## src/rtl/pipe_stall_ctrl.sv

```systemverilog
// rtl/pipe_stall_ctrl.sv - pipeline stall sequencer with EX multi-cycle and MEM bus-wait FSMs
// Optional perf counters enabled by defining STALL_CTRL_PERF_EN.
module pipe_stall_ctrl #(
  parameter int MEM_TIMEOUT = 16,
  parameter int TO_W        = 5
) (
  input  logic       clk,
  input  logic       rst,
  input  logic       stallreq_if,
  input  logic       stallreq_id,
  input  logic       ex_multi_start,
  input  logic       ex_multi_done,
  input  logic       mem_bus_req,
  input  logic       mem_bus_ack,
  output logic [5:0] stall,
  output logic       mem_timeout,
  output logic       ex_busy
`ifdef STALL_CTRL_PERF_EN
  ,
  output logic [31:0] perf_stall_cycles,
  output logic [31:0] perf_mem_wait
`endif
);

  typedef enum logic {EX_IDLE, EX_BUSY} ex_state_t;
  typedef enum logic {M_IDLE, M_WAIT} mem_state_t;

  localparam logic [TO_W-1:0] TO_LAST = TO_W'(MEM_TIMEOUT - 1);

  ex_state_t       ex_state, ex_state_nxt;
  mem_state_t      mem_state, mem_state_nxt;
  logic [TO_W-1:0] to_cnt, to_cnt_nxt;
  logic            timeout_nxt;
  logic            ex_wait, mem_wait;

  always_ff @(posedge clk) begin
    if (rst) begin
      ex_state    <= EX_IDLE;
      mem_state   <= M_IDLE;
      to_cnt      <= '0;
      mem_timeout <= 1'b0;
    end else begin
      ex_state    <= ex_state_nxt;
      mem_state   <= mem_state_nxt;
      to_cnt      <= to_cnt_nxt;
      mem_timeout <= timeout_nxt;
    end
  end

  always_comb begin
    ex_state_nxt  = ex_state;
    mem_state_nxt = mem_state;
    to_cnt_nxt    = to_cnt;
    timeout_nxt   = 1'b0;

    case (ex_state)
      EX_IDLE: if (ex_multi_start && !ex_multi_done) ex_state_nxt = EX_BUSY;
      EX_BUSY: if (ex_multi_done) ex_state_nxt = EX_IDLE;
    endcase

    case (mem_state)
      M_IDLE: begin
        if (mem_bus_req && !mem_bus_ack) begin
          mem_state_nxt = M_WAIT;
          to_cnt_nxt    = TO_W'(1);
        end
      end
      M_WAIT: begin
        // A dropped request or a completed access leaves quietly; only a hung bus pulses.
        if (!mem_bus_req || mem_bus_ack) begin
          mem_state_nxt = M_IDLE;
          to_cnt_nxt    = '0;
        end else if (to_cnt == TO_LAST) begin
          mem_state_nxt = M_IDLE;
          to_cnt_nxt    = '0;
          timeout_nxt   = 1'b1;
        end else begin
          to_cnt_nxt = to_cnt + TO_W'(1);
        end
      end
    endcase
  end

  always_comb begin
    ex_wait  = !ex_multi_done && (ex_state == EX_BUSY || ex_multi_start);
    mem_wait = mem_bus_req && !mem_bus_ack && (mem_state == M_IDLE || to_cnt != TO_LAST);
    ex_busy  = (ex_state == EX_BUSY);

    // Deepest requester wins; WB is never held, its input register takes the bubble.
    if (mem_wait)         stall = 6'b011111;
    else if (ex_wait)     stall = 6'b001111;
    else if (stallreq_id) stall = 6'b000111;
    else if (stallreq_if) stall = 6'b000011;
    else                  stall = 6'b000000;
  end

`ifdef STALL_CTRL_PERF_EN
  always_ff @(posedge clk) begin
    if (rst) begin
      perf_stall_cycles <= '0;
      perf_mem_wait     <= '0;
    end else begin
      if (stall != 6'b000000) perf_stall_cycles <= perf_stall_cycles + 32'd1;
      if (mem_wait)           perf_mem_wait     <= perf_mem_wait + 32'd1;
    end
  end
`endif

endmodule
```

## config.mk

```make
export PLATFORM = sky130hd
export DESIGN_NAME = pipe_stall_ctrl
export DESIGN_NICKNAME = d
export VERILOG_FILES = /design/src/rtl/pipe_stall_ctrl.sv
export SDC_FILE = /design/constraint.sdc
export NUM_CORES = 1
export LEC_CHECK = 0
export ABC_AREA = 1
export BUFFER_PORTS_ARGS = -buffer_cell sky130_fd_sc_hd__clkbuf_2
export CAP_MARGIN = 20
export CORE_UTILIZATION = 30
export CTS_CLUSTER_SIZE = 14
export DETAILED_ROUTE_END_ITERATION = 8
export PLACE_DENSITY = 0.63
export SYNTH_ARGS = -nofsm -noshare
export SYNTH_HDL_FRONTEND = slang
export SYNTH_SLANG_ARGS = --single-unit
```

## constraint.sdc

```tcl
create_clock -name clk -period 1.7 [get_ports clk]
set_input_delay 0.17 -clock clk [delete_from_list [all_inputs] [get_ports clk]]
set_output_delay 0.17 -clock clk [all_outputs]
set_load 0.05 [all_outputs]
```

==> metrics.csv <==
stage,metric,value,unit
cts,CTS Buf Count,3,
setup_path,crit path launch,to_cnt[0],
route,post-DR wirelength/cell,10.00,um
route,Initial DRT Pass Iterations,4,
route,Initial DRC Count,11,
synthesis,synthesized instance count,57,
cts,clock sinks,8,
synthesis,Avg Synthesized Cell Area,7.815,sq um
sta,Final Skew,0.005377,ns
power_and_ir_drop,worst vdd ir,206.1,uV
synthesis,"Seq/Total Area, Yosys",35.96,%
sta,final hold vios,0,
sta,post-route setup TNS,0,ns
die,number of I/O pins,16,
setup_path,CP startpoint kind,register,
cts,"Clk pin slew, worst setup/hold paths",0.06,ns
die,placeable core area,1334,sq um
grt,GRT Util Overall,11.95,%
route,Via density,4.942,
flow_run,max cap viols,0,
sta,max-slew violation count,0,
cts,CTS tree,built,
die,DIE AREA,1643,sq um
setup_path,CP max-delay cell,dfxtp_2,
setup_path,CP cell instances,ha_4 > nand4_4 > nand2_4 > nand4_1 > clkbuf_2,
cts,worst skew pair latency,0.25,ns
cts,Post-CTS Setup Inserts,0,
place,port bufs,14,
synthesis,Synthesized Nets,66,
cts,H-Tree Depth,1,
final_layout,share of cells above drive strength 1,40.85,%
final_layout,Antenna diodes,0,
place,DP Wirelength,676.6,um
grt,largest net degree at the start of global routing,8,
die,Site Rows,13,
final_layout,fin nets,82,
setup_path,Crit. End Element,output pin,
grt,first-pass GRT wire length,1262,um
power_and_ir_drop,pwr dens,780.5,nW/um^2
synthesis,Netlist Area Pre-Place,445.4,sq um
setup_path,reg2reg end,mem_state,
cts,Clock Tree Buf Depth,2,
place,routability cong.,0.7143,
grt,initial antenna violation count,0,
min_path,worst hold path type,primary input to register,
die,Die Wd,40.53,um
setup_path,max incr delay on CP,0.38,ns
status,status,finished clean,
setup_path,maximum fanout along the worst path,5,
die,Initial Util,33.40,%
route,via count,425,
route,ANT nets after route,0,
cts,Post-CTS Resized,0,
die,Chip Height,40.53,um
route,Residual DRC,0,
place,dpl cell area,531.8,sq um
sta,Final Cycle Share,93.35,%
setup_path,"Req. time, crit path",1.53,ns
sta,final worst path period need,1.587,ns
grt,via count of the first global-routing pass,305,
final_layout,synth-to-layout area growth,24.44,%
cts,root cell of the clock tree,clkbuf_4,
sta,RSZ-0062 raised after global routing,false,
grt,GR Overflow Total,0,
place,Setup WS pre-CTS,0.3773,ns
setup_path,R2R setup slack,0.67,ns
final_layout,Util after Layout,41.56,%
synthesis,synth unique cells,20,
final_layout,final instance area,554.3,sq um
setup_path,WP data arrival,1.42,ns
setup_path,Crit Path Class,register to output pin,
setup_path,r2r startpoint,to_cnt[0],
route,final wirelength,860,um
cts,Post-CTS Hold Buffers,0,
setup_path,r2r worst-path depth,6,
sta,Max Clk Rate,630.2,MHz
power_and_ir_drop,Lkg Pwr,0.2500,nW
sta,final count of negative-setup-slack endpoints,0,
synthesis,Yosys reg bits,8,
setup_path,critical path endpoint,stall[0],
sta,setup ws final,0.1131,ns
synthesis,Synthesis Warnings,0,
-- logic make-up after synthesis --
logic type                 count (synthesis)  share of synthesized area (%)
and+or+nand+nor                           27                          36.80
buffers and inverters                     12                          13.20
AOI/OAI and AO/OA                          8                          10.39
DFF                                        8                          35.95
adders and majority gates                  1                          2.809
other                                      1                         0.8419
-- area by class of cell --
cell class	count	area (sq um)
Fill cell	149	779.5
Multi-Input combinational cell	37	242.7
Sequential cell	8	163.9
Timing Repair Buffer	14	70.07
Inverter	9	36.28
Clock buffer	3	22.52
Tap cell	15	18.77
-- where the power goes --
group / switching (W) / total (W) / leakage [nW] / internal, W
Combinational: 0.0000669 / 0.0000899 / 0.170 / 0.0000230
Sequential: 0.00000436 / 0.000197 / 0.0662 / 0.000192
Clock: 0.0000651 / 0.000146 / 0.0138 / 0.0000808
-- how the worst min path moves through the flow --
| stage | from | to | slack, ns | cells after the start |
|---|---|---|---|---|
| after CTS | rst | mem_state | 0.12 | 2 |
| after detailed placement | rst | mem_state | 0.39 | 2 |
| after global placement | rst | mem_state | 0.39 | 2 |
| after global routing | rst | mem_state | 0.13 | 2 |
| after floorplan | rst | ex_busy | 0.23 | 1 |
| final | rst | mem_state | 0.13 | 2 |
-- flip-flops by register name, summed over array words and instances (netlist names) --
register and cells:
ex_busy 1, mem_timeout 1, to_cnt 5, mem_state 1
-- routing by layer --
metal	up-vias	part of all wire (%)	global-route usage [%]
li1	216	-	-
met1	186	47	17.04
met2	23	44	15.08
met3	0	8.4	3.333
met4	0	0	7.500
met5	-	0	0
-- cell usage after synthesis --
cell type	n	area share (%)
dfxtp_1	8	36
inv_1	8	6.7
nand2_1	7	5.9
nand3_1	6	6.7
nor2_1	4	3.4
buf_4	3	5.1
nand4_1	3	4.2
o21ai_0	3	3.4
a21oi_1	2	2.2
nand2_4	2	5.1
o21bai_1	2	3.4
conb_1	1	0.84
ha_1	1	2.8
inv_4	1	1.4
nand2_2	1	1.4
nand4_4	1	4.8
nor2_2	1	1.4
nor2_4	1	2.5
nor4_1	1	1.4
o22ai_1	1	1.4
-- cells in the final DEF, fill, tap and decap left out, drive strengths merged --
cell	instances
a21oi	2
clkbuf	17
conb	1
dfxtp	8
ha	1
inv	9
nand2	10
nand3	6
nand4	4
nor2	6
nor4	1
o21ai	3
o21bai	2
o22ai	1
-- metrics by stage --
step                std cells  total power [W]  hold WS (ns)
detailed placement         83        0.0002912        0.3927
finish                     86        0.0004326        0.1263
floorplan                  57        0.0002744        0.2350
global placement           83        0.0002897        0.3909
global route               86        0.0004610        0.1273
CTS                        86        0.0004426        0.1177
-- worst max-delay path, delay by kind of cell, from the launching register on --
family / cells / cell delay, ns
fa+ha+maj: 1 / 0.17
simple gates: 3 / 0.34
buf+inv: 1 / 0.26
flops: 1 / 0.38
(Power assumes the default switching activity.)
